## src/rtl/rv64_csr_pkg.sv

```systemverilog
// ============================================================================
// Module      : rv64_csr_pkg
// Description : Shared CSR addresses, op encoding and field indices for the
//               rv64 machine-mode CSR/trap unit.
// Revision    : 1.0 - initial release
// ============================================================================
`default_nettype none

package rv64_csr_pkg;

    localparam logic [11:0] c_addr_mstatus   = 12'h300;
    localparam logic [11:0] c_addr_misa      = 12'h301;
    localparam logic [11:0] c_addr_mie       = 12'h304;
    localparam logic [11:0] c_addr_mtvec     = 12'h305;
    localparam logic [11:0] c_addr_mscratch  = 12'h340;
    localparam logic [11:0] c_addr_mepc      = 12'h341;
    localparam logic [11:0] c_addr_mcause    = 12'h342;
    localparam logic [11:0] c_addr_mtval     = 12'h343;
    localparam logic [11:0] c_addr_mip       = 12'h344;
    localparam logic [11:0] c_addr_mcycle    = 12'hB00;
    localparam logic [11:0] c_addr_minstret  = 12'hB02;
    localparam logic [11:0] c_addr_mvendorid = 12'hF11;
    localparam logic [11:0] c_addr_marchid   = 12'hF12;
    localparam logic [11:0] c_addr_mimpid    = 12'hF13;
    localparam logic [11:0] c_addr_mhartid   = 12'hF14;

    typedef enum logic [1:0] {
        CSR_OP_NONE = 2'b00,
        CSR_OP_RW   = 2'b01,
        CSR_OP_RS   = 2'b10,
        CSR_OP_RC   = 2'b11
    } csr_op_e;

    localparam int c_mstatus_mie    = 3;
    localparam int c_mstatus_mpie   = 7;
    localparam int c_mstatus_mpp_lo = 11;
    localparam int c_mstatus_mpp_hi = 12;
    localparam int c_mie_mtie       = 7;
    localparam int c_mip_mtip       = 7;

    localparam logic [63:0] c_cause_mti = 64'h8000000000000007;

endpackage

`default_nettype wire

```

## src/rtl/rv64_csr_counter.sv

```systemverilog
// ============================================================================
// Module      : rv64_csr_counter
// Description : XLEN-wide free-running counter; a load in the same cycle
//               takes precedence over the increment.
// Revision    : 1.0 - initial release
// ============================================================================
`default_nettype none

module rv64_csr_counter #(
    parameter int XLEN = 64
) (
    input  logic            clk,
    input  logic            rst,
    input  logic            i_load,
    input  logic [XLEN-1:0] i_load_data,
    input  logic            i_inc,
    output logic [XLEN-1:0] o_count
);

    logic [XLEN-1:0] r_count;

    always_ff @(posedge clk) begin
        if (rst) begin
            r_count <= '0;
        end else if (i_load) begin
            r_count <= i_load_data;
        end else if (i_inc) begin
            r_count <= r_count + 1'b1;
        end
    end

    assign o_count = r_count;

endmodule

`default_nettype wire

```

## src/rtl/rv64_csr_trap_unit.sv

```systemverilog
// ============================================================================
// Module      : rv64_csr_trap_unit
// Description : Machine-mode CSR file with one-cycle trap entry / mret and
//               vectored redirect. Define CSR_COUNTERS_EN for mcycle/minstret.
// Revision    : 1.0 - initial release
// ============================================================================
`default_nettype none

module rv64_csr_trap_unit #(
    parameter int              XLEN          = 64,
    parameter logic [XLEN-1:0] MSTATUS_RESET = 64'h0000000a00001800,
    parameter logic [XLEN-1:0] MTVEC_RESET   = 64'h0
) (
    input  logic            clk,
    input  logic            rst,
    input  logic [11:0]     csr_addr_i,
    input  logic [1:0]      csr_op_i,
    input  logic [XLEN-1:0] csr_wdata_i,
    output logic [XLEN-1:0] csr_rdata_o,
    output logic            csr_illegal_o,
    input  logic            trap_valid_i,
    input  logic [XLEN-1:0] trap_cause_i,
    input  logic [XLEN-1:0] trap_pc_i,
    input  logic [XLEN-1:0] trap_tval_i,
    input  logic            mret_i,
    input  logic            retire_i,
    input  logic            mtip_i,
    output logic            irq_pending_o,
    output logic [XLEN-1:0] trap_target_o,
    output logic [XLEN-1:0] mepc_o,
    output logic [XLEN-1:0] mstatus_o
);

    import rv64_csr_pkg::*;

    logic            r_mie;
    logic            r_mpie;
    logic [XLEN-1:0] r_mie_csr;
    logic [XLEN-1:0] r_mtvec;
    logic [XLEN-1:0] r_mscratch;
    logic [XLEN-1:0] r_mepc;
    logic [XLEN-1:0] r_mcause;
    logic [XLEN-1:0] r_mtval;

    logic [XLEN-1:0] w_mstatus;
    logic [XLEN-1:0] w_mip;
    logic [XLEN-1:0] w_mcycle;
    logic [XLEN-1:0] w_minstret;
    logic [XLEN-1:0] w_old;
    logic [XLEN-1:0] w_new;
    logic [XLEN-1:0] w_base;
    logic            w_impl;
    logic            w_ro;
    logic            w_write;
    logic            w_illegal;
    logic            w_commit;
    csr_op_e         w_op;

    assign w_op = csr_op_e'(csr_op_i);

    // Only MIE/MPIE are state; everything else is the reset image with MPP pinned to M.
    always_comb begin
        w_mstatus                                    = MSTATUS_RESET;
        w_mstatus[c_mstatus_mie]                     = r_mie;
        w_mstatus[c_mstatus_mpie]                    = r_mpie;
        w_mstatus[c_mstatus_mpp_hi:c_mstatus_mpp_lo] = 2'b11;
    end

    always_comb begin
        w_mip             = '0;
        w_mip[c_mip_mtip] = mtip_i;
    end

    always_comb begin
        w_impl = 1'b1;
        w_ro   = 1'b0;
        w_old  = '0;
        case (csr_addr_i)
            c_addr_mstatus:  w_old = w_mstatus;
            c_addr_mie:      w_old = r_mie_csr;
            c_addr_mtvec:    w_old = r_mtvec;
            c_addr_mscratch: w_old = r_mscratch;
            c_addr_mepc:     w_old = r_mepc;
            c_addr_mcause:   w_old = r_mcause;
            c_addr_mtval:    w_old = r_mtval;
            c_addr_mip:      w_old = w_mip;
            c_addr_mcycle:   w_old = w_mcycle;
            c_addr_minstret: w_old = w_minstret;
            c_addr_misa, c_addr_mvendorid, c_addr_marchid,
            c_addr_mimpid, c_addr_mhartid: w_ro = 1'b1;
            default:         w_impl = 1'b0;
        endcase
    end

    always_comb begin
        case (w_op)
            CSR_OP_RW: w_new = csr_wdata_i;
            CSR_OP_RS: w_new = w_old | csr_wdata_i;
            CSR_OP_RC: w_new = w_old & ~csr_wdata_i;
            default:   w_new = w_old;
        endcase
    end

    // RS/RC with a zero operand is a pure read, so it may target RO CSRs.
    assign w_write   = (w_op == CSR_OP_RW) ||
                       (((w_op == CSR_OP_RS) || (w_op == CSR_OP_RC)) && (|csr_wdata_i));
    assign w_illegal = (w_op != CSR_OP_NONE) &&
                       (!w_impl || (w_write && (w_ro || (csr_addr_i == c_addr_mip))));
    assign w_commit  = w_write && !w_illegal && !trap_valid_i && !mret_i;

    assign csr_rdata_o   = w_illegal ? '0 : w_old;
    assign csr_illegal_o = w_illegal;

    always_ff @(posedge clk) begin
        if (rst) begin
            r_mie      <= MSTATUS_RESET[c_mstatus_mie];
            r_mpie     <= MSTATUS_RESET[c_mstatus_mpie];
            r_mie_csr  <= '0;
            r_mtvec    <= MTVEC_RESET;
            r_mscratch <= '0;
            r_mepc     <= '0;
            r_mcause   <= '0;
            r_mtval    <= '0;
        end else if (trap_valid_i) begin
            r_mepc   <= {trap_pc_i[XLEN-1:1], 1'b0};
            r_mcause <= trap_cause_i;
            r_mtval  <= trap_tval_i;
            r_mpie   <= r_mie;
            r_mie    <= 1'b0;
        end else if (mret_i) begin
            r_mie  <= r_mpie;
            r_mpie <= 1'b1;
        end else if (w_commit) begin
            case (csr_addr_i)
                c_addr_mstatus: begin
                    r_mie  <= w_new[c_mstatus_mie];
                    r_mpie <= w_new[c_mstatus_mpie];
                end
                c_addr_mie:      r_mie_csr  <= w_new;
                c_addr_mtvec:    r_mtvec    <= {w_new[XLEN-1:2], w_new[1] ? 2'b00 : w_new[1:0]};
                c_addr_mscratch: r_mscratch <= w_new;
                c_addr_mepc:     r_mepc     <= {w_new[XLEN-1:1], 1'b0};
                c_addr_mcause:   r_mcause   <= w_new;
                c_addr_mtval:    r_mtval    <= w_new;
                default: ;
            endcase
        end
    end

`ifdef CSR_COUNTERS_EN
    rv64_csr_counter #(.XLEN(XLEN)) u_mcycle (
        .clk         (clk),
        .rst         (rst),
        .i_load      (w_commit && (csr_addr_i == c_addr_mcycle)),
        .i_load_data (w_new),
        .i_inc       (1'b1),
        .o_count     (w_mcycle)
    );

    rv64_csr_counter #(.XLEN(XLEN)) u_minstret (
        .clk         (clk),
        .rst         (rst),
        .i_load      (w_commit && (csr_addr_i == c_addr_minstret)),
        .i_load_data (w_new),
        .i_inc       (retire_i),
        .o_count     (w_minstret)
    );
`else
    logic w_unused_retire;
    assign w_unused_retire = retire_i;
    assign w_mcycle        = '0;
    assign w_minstret      = '0;
`endif

    // Vectored mode only applies to interrupts; the cause shift drops the top bit.
    assign w_base        = {r_mtvec[XLEN-1:2], 2'b00};
    assign trap_target_o = ((r_mtvec[1:0] == 2'b01) && trap_cause_i[XLEN-1])
                         ? w_base + {trap_cause_i[XLEN-3:0], 2'b00}
                         : w_base;

    assign irq_pending_o = r_mie & r_mie_csr[c_mie_mtie] & mtip_i;
    assign mepc_o        = r_mepc;
    assign mstatus_o     = w_mstatus;

endmodule

`default_nettype wire

```

## config.mk

```make
export PLATFORM = sky130hd
export DESIGN_NAME = rv64_csr_trap_unit
export DESIGN_NICKNAME = d
export VERILOG_FILES = /design/src/rtl/rv64_csr_pkg.sv /design/src/rtl/rv64_csr_counter.sv /design/src/rtl/rv64_csr_trap_unit.sv
export SDC_FILE = /design/constraint.sdc
export NUM_CORES = 1
export LEC_CHECK = 0
export BUFFER_PORTS_ARGS = -buffer_cell sky130_fd_sc_hd__buf_2
export CAP_MARGIN = 20
export CORE_MARGIN = 5
export CORE_UTILIZATION = 43
export DETAILED_ROUTE_END_ITERATION = 16
export PLACE_DENSITY_LB_ADDON = 0.3
export RECOVER_POWER = 25
export SYNTH_ARGS = -nofsm -noshare
export SYNTH_HDL_FRONTEND = slang
export SYNTH_HIERARCHICAL = 1
export SYNTH_SLANG_ARGS = --single-unit
```

## constraint.sdc

```tcl
create_clock -name clk -period 7.65 [get_ports clk]
set_input_delay 1.53 -clock clk [delete_from_list [all_inputs] [get_ports clk]]
set_output_delay 1.53 -clock clk [all_outputs]
set_load 0.05 [all_outputs]
```

### Word-level counts from Yosys, hierarchy flattened

Index checks and enable logic that the tools add are counted.

* memory bits (writable): 0
* logic and storage cells: 98
* memories: 0
* register bits: 385
* bits in latches: 0
* bits in read-only memories: 0

* add/subtract/negate cells: 1
* div/mod/pow operators: 0
* bitwise gates (word level): 7
* magnitude comparators: 0
* multiply operators: 0
* shifts and indexed selects: 0
* equality and inequality tests: 20
* reduce and logical (&&, ||, !) cells: 36
* muxes and demuxes: 26

Operator list (number)
* 64-bit 2-to-1 mux: 14
* 64-bit case mux with 8 select lines: 1
* 64-bit case mux with 3 select lines: 1
* 12-bit by 10-bit equality test with 1-bit output, second input constant: 9
* 12-bit equality test, second input constant: 6
* 64-bit adder: 1
* 64-bit AND: 1
* 64-bit inverter: 1
* 64-bit OR: 1
* 64-bit OR reduction: 1
* 15-bit OR reduction: 1
* 2-bit nonzero test: 7
* 4-bit AND reduction: 3
* 1-bit 2-to-1 mux: 10
* 3-bit AND reduction: 3
* 1-bit logical AND: 7
* 3-bit nonzero test: 2
* 5-bit OR reduction: 1
* 2-bit by 1-bit equality test with 1-bit output, second input constant: 2
* 2-bit equality test, second input constant: 2
* 1-bit zero test: 4
* 1-bit logical OR: 4
* 2-bit AND reduction: 2
* 1-bit AND: 2
* 3 further kinds: 4

### Longest topological paths before layout

* word-level depth: 14
* gate-level depth with buffers: 13

### Worst setup path before layout

Ideal clock, no wire load.

* path kind: input port to output port
* start: input csr_addr_i[1]
* end: output csr_rdata_o[7]
* data arrival time: 4744 ps
* path slack: 1376 ps
* data required time: 6120 ps
* cell stages on the path: 11
* path through: clkbuf_1 clkbuf_1 buf_2 buf_2 nor2_1 a21oi_1 nor3_1 a31oi_1 nor3_1 nor3b_1 nor2_1

* word-level cells in the longest chain between the ends: 8
* elaborated cells on any way between the ends: 26
* classes of those cells: 15 x eq/ne; 4 x mux; 7 x reduce/logical

RTL lines
* start, declared: RTL line rv64_csr_trap_unit.sv:16 `input logic [11:0] csr_addr_i,`
* 12-bit by 10-bit equality test with 1-bit output / 12-bit equality test (equally long branches): RTL line rv64_csr_trap_unit.sv:78 `case (csr_addr_i)`
* 5-bit OR reduction
* 1-bit 2-to-1 mux: RTL line rv64_csr_trap_unit.sv:78
* 1-bit logical OR: RTL line rv64_csr_trap_unit.sv:108 `(!w_impl || (w_write && (w_ro || (csr_addr_i == c_addr_mip))));`
* 1-bit logical AND: RTL line rv64_csr_trap_unit.sv:108
* 1-bit logical OR *: RTL line rv64_csr_trap_unit.sv:108
* 1-bit logical AND *: RTL line rv64_csr_trap_unit.sv:107 `assign w_illegal = (w_op != CSR_OP_NONE) &&`
* net csr_illegal_o: RTL line rv64_csr_trap_unit.sv:20 `output logic csr_illegal_o,`
* 64-bit 2-to-1 mux *: RTL line rv64_csr_trap_unit.sv:111 `assign csr_rdata_o = w_illegal ? '0 : w_old;`
* end, declared: RTL line rv64_csr_trap_unit.sv:19 `output logic [XLEN-1:0] csr_rdata_o,`

Mark *: on every way through the listed nets, which the timed path passes. The rest lies on a longest branch.

### Worst setup path after layout

* start: input csr_addr_i[7]
* end: output csr_rdata_o[36]

* word-level cells in the longest chain between the ends: 8
* elaborated cells on any way between the ends: 26
* classes of those cells: 15 x eq/ne; 4 x mux; 7 x reduce/logical

RTL lines (RTL line)
* 12-bit by 10-bit equality test with 1-bit output / 12-bit equality test (equally long branches): rv64_csr_trap_unit.sv:78
* 5-bit OR reduction
* 1-bit 2-to-1 mux: rv64_csr_trap_unit.sv:78
* 1-bit logical OR: rv64_csr_trap_unit.sv:108
* 1-bit logical AND: rv64_csr_trap_unit.sv:108
* 1-bit logical OR: rv64_csr_trap_unit.sv:108
* 1-bit logical AND: rv64_csr_trap_unit.sv:107
* 64-bit 2-to-1 mux *: rv64_csr_trap_unit.sv:111

Mark *: on every way between the ends. The rest lies on a longest branch, timed or not.

==> impl_metrics.ini <==
[detailed_routing]
wl_per_cell_microns = 23.9
antenna_left = 0
vias = 25812
drt_first_pass_iters = 8
vias_per_cell = 5.95
drtIter0Drc = 2694
drc = 0
wirelength_microns = 104000

[run]
cap_violations = 4

[logic_synthesis]
synthFlopType = dfxtp_1
synth_area_leader_cell = dfxtp_1
synthTopCellsByCount = nand2_1, nor2_1, dfxtp_1
yosysTopAreaCellShare_pct = 31.7
yosysUniqueCellTypes = 79
netlist_area_sq_mm = 0.0243
synth-edff-count = 0
yosys_warnings = 6
synth.most_common_cell = nand2_1
ys_ff_latch = 384
yosysSeqAreaShare_pct = 31.7
synth_cells = 3275
synth_area_leaders = dfxtp_1, a211oi_1, nand2_1
avgSynthCellArea_sq_um = 7.41
synthArstFlopShare_pct = 0

[grt]
gr-total-overflow = 0
antenna_found_initial = 8
grt_max_degree = 135
grt_pass1_vias = 23183
grt_pass1_wl_microns = 149000
grt_usage_pct = 31.6

[timing]
fin_worst_skew_ns = 0.0120
post-route-period-util_pct = 93.9
finalSetupTns_ns = 0
tightestPinTransition_ns = 3.35
hold_viol = 0
final-setup-viol-count = 0
finalCriticalPeriod_ns = 7.18
grt_setup_unrepaired = false
maxSlewViolCount = 240
max_freq_ghz = 0.139
slew_headroom_pct = -124

[clocking]
cts.clk_slew.worst_paths_ns = 0.05
cts_hold_buf = 0
h-tree-depth = 2
clock_path_buffers = 3
cts-root-buf = clkbuf_16
cts_tree = yes
clkLatencyLatePin_ns = 0.59
cts_num_sinks = 384
cts_setup_buffers = 0
cts_buffers = 45
cts.repair.resized = 0

[die]
die_w_microns = 247
initial_core_util_pct = 43.2
rows = 87
ioPinCount = 534
die_area_sq_mm = 0.0613
fp.dieH_microns = 247
core_sq_mm = 0.0562

[placed_design]
dp_hpwl_microns = 72300
io_buffers = 466
dp_cells = 4249
place.gp.congestion = 0.925

[worst_setup_path]
critical_path_required_ns = 6.12
critPathLaunchType = input port
reg2reg_to = r_mpie
path_class = in2out
cp-startpoint = csr_addr_i[7]
end_kind = output port
r2r_slack_ns = 5.14
r2r_cells = 9
path_max_fanout = 30
r2r_start = r_mpie
crit_path_end = csr_rdata_o[36]
worstPathArrival_ns = 5.65

[cells_and_area]
layout.nets = 3879
layout-drive-gt1-share_pct = 16.1
syn_to_final_growth_pct = 15.1
final_cells = 4339
finalCoreUtilization_pct = 49.7

[power]
p_per_area_mw_per_mm2 = 185
p_leak_nw = 11.2
power_frac_seq_pct = 40.9
vdd_ir_drop_max_mv = 0.152
swShare_pct = 29.7
pwr-share-comb_pct = 15.7
power_switching_w = 0.00153
p_int_w = 0.00362
clkPwrFrac_pct = 43.4
power_w = 0.00515

[status]
violations = max-capacitance violations, max-slew violations
status = finished with violations

[min_path]
hp-class = reg2reg
sequential cells by signal (all words and copies together), names as in the netlist:
signal      count
r_mpie          1
r_mie_csr      64
r_mtvec        63
r_mie           1
r_mscratch     64
mepc_o         63
r_mtval        64
r_mcause       64
power groups by stage:
stage                     clock, W  sequential, W  combinational [W]
after floorplan                  0        0.00220           0.000506
after CTS                  0.00226        0.00211           0.000801
after detailed placement         0        0.00215           0.000798
after global routing       0.00234        0.00211           0.000866
after global placement           0        0.00215           0.000793
final                      0.00224        0.00211           0.000808
worst max-delay path: stages:
cell,delay (ns)
buf_2,0.09
nand4bb_1,0.39
nor4_1,0.30
clkbuf_1,0.42
and3_1,1.64
buf_4,0.54
a221o_1,0.40
buf_2,0.33
worst min-delay path by stage:
| stage | start | end | slack, ns | cells after the start |
|---|---|---|---|---|
| global route | r_mscratch[4] | r_mscratch[4] | 0.51 | 2 |
| global placement | r_mscratch[16] | r_mscratch[16] | 0.48 | 2 |
| finish | r_mscratch[32] | r_mscratch[32] | 0.50 | 2 |
| detailed placement | r_mscratch[17] | r_mscratch[17] | 0.49 | 2 |
| floorplan | r_mpie | r_mie | 0.47 | 2 |
| CTS | r_mscratch[31] | r_mscratch[31] | 0.50 | 2 |
placed cells by master, fill, tap and decap left out, types with 46 or more instances in the layout:
cell,synthesis,final
a211oi_1,244,244
a21oi_1,208,208
a22o_1,46,46
buf_2,71,392
clkbuf_1,180,76
conb_1,2,65
dfxtp_1,384,384
ha_1,61,61
inv_1,47,46
mux2i_1,50,50
nand2_1,483,482
nand4_1,46,46
nor2_1,451,449
o211ai_1,133,133
o21ai_0,247,247
xnor2_1,96,96
routing by layer:
metal	up-vias	global-route usage, %	part of all wire [%]
met3	242	6.22	9.6
li1	12158	-	-
met5	-	0	0.040
met2	1270	48.9	44
met1	12136	44.2	43
met4	6	10.9	3.6
kinds of logic after synthesis:
family	count (synthesis)	synth area share, %
AOI/OAI and AO/OA	1081	29.1
xor gates and xnor gates	118	4.26
adders and majority gates	62	3.23
buffers and inverters	393	7.70
DFF	384	31.7
muxes	94	4.25
other	2	0.0310
and+or+nand+nor	1141	19.7
cell type report:
type,count,area (sq um)
fill,5725,28200
clock buffer,63,1330
multi-input combinational,2561,15000
sequential,384,7690
inverter,47,179
timing repair buffer,502,2600
clock inverter,16,170
tap,756,946
antenna,10,25.0
per-stage QoR:
| stage | worst slack (ns) | instance area [sq um] | hold WS (ns) |
|---|---|---|---|
| finish | 0.466 | 27900 | 0.497 |
| detailed placement | 0.707 | 26500 | 0.490 |
| global route | 0.310 | 27900 | 0.511 |
| floorplan | 1.38 | 24500 | 0.467 |
| CTS | 0.648 | 28000 | 0.498 |
| global placement | 0.637 | 26500 | 0.484 |
Note: power is estimated with default switching activity, not from simulation.
